[src/rtl/icache_port_pkg.sv]
// icache_port_pkg: shared types and constants for the direct-mapped instruction cache.
package icache_port_pkg;
  localparam int ICACHE_SETS = 8;
  localparam int ICACHE_IW = $clog2(ICACHE_SETS);
  typedef logic [15:0] lc3b_word;
  typedef logic [127:0] lc3b_line;
  typedef logic [11-ICACHE_IW:0] lc3b_c_tag;
  typedef logic [ICACHE_IW-1:0] lc3b_c_index;
  typedef logic [2:0] lc3b_c_word;
  typedef enum logic {IDLE, FILL} icache_state_e;
endpackage

[src/rtl/icache_array.sv]
// icache_array: NUM_SETS entries of {valid, tag, line}, async read by index, sync write on load.
module icache_array
  import icache_port_pkg::*;
#(
  parameter int NUM_SETS = ICACHE_SETS,
  parameter int IW = $clog2(NUM_SETS),
  parameter int TW = 12 - IW
) (
  input  logic          clk,
  input  logic          rst_n,
  input  logic [IW-1:0] i_rindex,
  input  logic          i_load,
  input  logic [IW-1:0] i_windex,
  input  logic [TW-1:0] i_tag,
  input  lc3b_line      i_line,
  output logic          o_valid,
  output logic [TW-1:0] o_tag,
  output lc3b_line      o_line
);
  logic [NUM_SETS-1:0] r_valid;
  logic [TW-1:0] r_tag [NUM_SETS];
  lc3b_line r_line [NUM_SETS];
  // Only valid bits are reset; tag/data are qualified by valid.
  always_ff @(posedge clk or negedge rst_n) begin
    if (!rst_n) r_valid <= '0;
    else if (i_load) r_valid[i_windex] <= 1'b1;
  end
  always_ff @(posedge clk) begin
    if (i_load) begin
      r_tag[i_windex] <= i_tag;
      r_line[i_windex] <= i_line;
    end
  end
  assign o_valid = r_valid[i_rindex];
  assign o_tag = r_tag[i_rindex];
  assign o_line = r_line[i_rindex];
endmodule

[src/rtl/icache_port.sv]
// icache_port: read-only direct-mapped I-cache; zero-latency hits, misses filled over a 128-bit pmem line port.
module icache_port
  import icache_port_pkg::*;
#(
  parameter int NUM_SETS = ICACHE_SETS,
  parameter int LINE_WORDS = 8
) (
  input  logic     clk,
  input  logic     rst_n,
  input  logic     read_a,
  input  lc3b_word address_a,
  output logic     resp_a,
  output lc3b_word rdata_a,
  output logic     pmem_read,
  output lc3b_word pmem_address,
  input  lc3b_line pmem_rdata,
  input  logic     pmem_resp
);
  localparam int IW = $clog2(NUM_SETS);
  localparam int WW = $clog2(LINE_WORDS);
  localparam int TW = 12 - IW;
  icache_state_e r_state, w_next;
  logic [11:0] r_fill_line;
  logic [IW-1:0] w_index;
  logic [TW-1:0] w_tag, w_arr_tag;
  logic [WW-1:0] w_word;
  logic w_valid, w_hit, w_load, w_unused;
  lc3b_line w_arr_line;
  assign w_tag = address_a[15:4+IW];
  assign w_index = address_a[3+IW:4];
  assign w_word = address_a[WW:1];
  assign w_unused = address_a[0];
  icache_array #(.NUM_SETS(NUM_SETS), .IW(IW), .TW(TW)) u_array (
    .clk      (clk),
    .rst_n    (rst_n),
    .i_rindex (w_index),
    .i_load   (w_load),
    .i_windex (r_fill_line[IW-1:0]),
    .i_tag    (r_fill_line[11:IW]),
    .i_line   (pmem_rdata),
    .o_valid  (w_valid),
    .o_tag    (w_arr_tag),
    .o_line   (w_arr_line)
  );
  assign w_hit = read_a & w_valid & (w_arr_tag == w_tag);
  always_ff @(posedge clk or negedge rst_n) begin
    if (!rst_n) begin
      r_state <= IDLE;
      r_fill_line <= '0;
    end else begin
      r_state <= w_next;
      if (r_state == IDLE && read_a && !w_hit) r_fill_line <= address_a[15:4];
    end
  end
  // pmem_resp outside FILL never reaches the array.
  always_comb begin
    w_next = r_state;
    w_load = 1'b0;
    if (r_state == IDLE) w_next = (read_a && !w_hit) ? FILL : IDLE;
    else if (pmem_resp) begin
      w_next = IDLE;
      w_load = 1'b1;
    end
  end
  assign resp_a = (r_state == IDLE) & w_hit;
  assign rdata_a = resp_a ? w_arr_line[{w_word, 4'b0} +: 16] : '0;
  assign pmem_read = (r_state == FILL);
  assign pmem_address = {r_fill_line, 4'b0};
endmodule

[config.mk]
export PLATFORM = sky130hd
export DESIGN_NAME = icache_port
export DESIGN_NICKNAME = d
export VERILOG_FILES = /design/src/rtl/icache_port_pkg.sv /design/src/rtl/icache_array.sv /design/src/rtl/icache_port.sv
export SDC_FILE = /design/constraint.sdc
export NUM_CORES = 1
export LEC_CHECK = 0
export BUFFER_PORTS_ARGS = -buffer_cell sky130_fd_sc_hd__clkbuf_2
export CELL_PAD_IN_SITES_DETAIL_PLACEMENT = 1
export CELL_PAD_IN_SITES_GLOBAL_PLACEMENT = 2
export CORE_UTILIZATION = 50
export DETAILED_ROUTE_END_ITERATION = 8
export GPL_TIMING_DRIVEN = 0
export PLACE_DENSITY = 0.91
export SYNTH_ARGS = -nofsm -noshare
export SYNTH_HDL_FRONTEND = slang
export SYNTH_SLANG_ARGS = --single-unit
[constraint.sdc]
create_clock -name clk -period 12.6 [get_ports clk]
set_clock_uncertainty 0.05 [all_clocks]
set_input_delay 1.26 -clock clk [delete_from_list [all_inputs] [get_ports clk]]
set_output_delay 1.26 -clock clk [all_outputs]
set_load 0.01 [all_outputs]
==> reports/qor.csv <==
metric;value;unit
min_path_type;reg -> reg;
slowest_stage;clkbuf_1;
hpwl;74470;um
clk_latency;0.72;ns
cts_hold_buf;0;
cpPeakStageDelay;0.91;ns
die_x;294.0;um
yosys.area_share.adder;0;%
ant_nets;0;
area_delta_synth_final;16.77;%
layout-drive-gt1-share;39.77;%
final_area;49790;um2
crit_arrival;5.32;ns
final_core_util;59.30;%
route.detailed.drc;0;
ios;182;
grt_pass1_vias;21985;
placedCellCount;3046;
cts_tree;built;
status;finished clean;
final_cell_mix;1096 x edfxtp_1, 344 x mux4_2, 171 x clkbuf_2;
relSlewSlack;10.91;%
htree_levels;3;
async_flop_share;1.880;%
cts-root-buf;clkbuf_16;
grt_max_degree;27;
avgSynthCellArea;25.56;um2
setup_violations;0;
cts-resized-gates;0;
grt_usage;28.19;%
grt_pass1_wl;168200;um
wire_per_inst;36.66;um
instances_no_fill;3262;
core_area;83950;um2
grt-ovfl-total;0;
muxShareOfSynthArea;19.25;%
vias_per_cell;6.485;
fin_crit;6.634;ns
synth-simple-area-share;0.7307;%
synth-edff-count;1096;
routed_wl;119600;um
yosys_warnings;0;
cts_num_sinks;1117;
first_pass_iters;5;
syn_inst;1668;
via_count;21155;
final.setup.tns;0;ns
finalNetCount;2170;
maxCapViolations;0;
initial_utilization;50.78;%
seq_area_frac_synth;78.43;%
report.final.hold_viol_count;0;
worst_pin_slew;1.336;ns
syn_area;42630;um2
gp_congestion;0.7558;
crit_required;11.29;ns
rsz0062_at_grt;no;
startpoint_type;input port;
synth_compound_area_share;0.2729;%
power.density;166.1;nW/um2
cts_buffer_depth;3;
crit_type;in -> out;
max_freq;150.7;MHz
clk_pin_slew;0.07;ns
crit_fanout;10;
synth_cell_types;36;
crit_top_cell;mux4_2;
antenna_found_initial;23;
synthFlopType;edfxtp_1;
cts_buffers;108;
portBuffers;171;
synth_top_family_by_area;multiplexers;
layout_commonest_cell;edfxtp_1;
cts_setup_buffers;0;
synth-seq-cells;1117;
synthXorXnorAreaFrac;0.1233;%
die_h;294.0;um
slew_violations;0;
peakVddDrop;0.1586;mV
crit_chain;clkbuf_2 -> buf_6 -> clkbuf_1 -> clkbuf_1 -> mux4_2 -> mux4_2 -> mux4_2 -> nor2b_1 -> clkbuf_2;
place_area;46150;um2
drt-initial-drc-count;2849;
cp-end-kind;primary output;
rows;106;
die_area;86440;um2
period_share;52.65;%
power_leakage;16.00;nW
## cell usage after synthesis (4+ instances only)
master,instances,share of area [%]
edfxtp_1,1096,77
mux4_2,344,18
buf_2,28,0.33
clkbuf_1,21,0.18
dfrtp_1,21,1.2
buf_4,19,0.33
mux2i_1,18,0.42
nor2b_1,17,0.25
mux2_2,13,0.34
buf_1,12,0.11
mux2_4,9,0.32
buf_6,8,0.21
nor2_1,8,0.070
or2_2,8,0.12
nand2b_1,4,0.059
nand3b_1,4,0.070
o22ai_1,4,0.059
## path summary, 6_finish.rpt
kind	end	startpoint	depth (start not counted)	slack (ns)
max reg2reg	u_array.r_line[7][40]	pmem_read	5	9.61
min in group asynchronous	r_fill_line[7]	rst_n	1	0.51
min	u_array.r_valid[3]	u_array.r_valid[3]	1	0.45
min reg2reg	u_array.r_valid[3]	u_array.r_valid[3]	1	0.45
max in group asynchronous	r_fill_line[6]	rst_n	1	11.60
max	rdata_a[1]	address_a[5]	9	5.97
## stage by stage
step | worst slack [ns] | hold WS, ns | total power [W]
after detailed placement | 6.035 | 0.4065 | 0.005000
after global placement | -9.751 | 0.3962 | 0.004979
after global routing | 5.953 | 0.4642 | 0.008424
final | 5.966 | 0.4476 | 0.008268
after floorplan | 0.8781 | 0.3837 | 0.004718
after CTS | 5.908 | 0.4433 | 0.008286
## routing by layer
metal	GRT usage [%]	wire length (um)	vias up
li1	-	-	8027
met1	37.00	43170	11356
met2	46.52	60250	1522
met3	6.782	12370	226
met4	9.540	3619	24
met5	0	161	-
## critical path: cells and delay by family
family | cells | cell delay, ns
and+or+nand+nor | 1 | 0.23
buffers and inverters | 5 | 2.27
muxes | 3 | 1.52
## report_power, final
part	internal (W)	switching [W]	leakage, nW
sequential	0.00425	0.0000715	10.1
combinational	0.000261	0.000369	4.13
clock	0.00187	0.00145	1.74
## flip-flops by register name, indices dropped and copies added (netlist names)
name	count
pmem_read	1
u_array.r_valid	8
u_array.r_tag	72
u_array.r_line	1024
r_fill_line	12
## layout make-up
class | count | area [um2]
antenna | 16 | 40.04
buffer | 88 | 496.7
clock buffer | 130 | 2795
clock inverter | 70 | 799.5
fill | 6835 | 34170
inverter | 2 | 7.507
multi-input combinational | 464 | 8760
sequential | 1117 | 33440
tap | 1134 | 1419
timing repair buffer | 241 | 2031
## logic make-up after synthesis
logic type,Yosys count
XOR/XNOR,6
flip-flops,1117
other,1
AND/OR/NAND/NOR,54
AO/OA/AOI/OAI,16
multiplexers,384
buffers and inverters,90
Note: power is estimated with default switching activity, not from simulation.
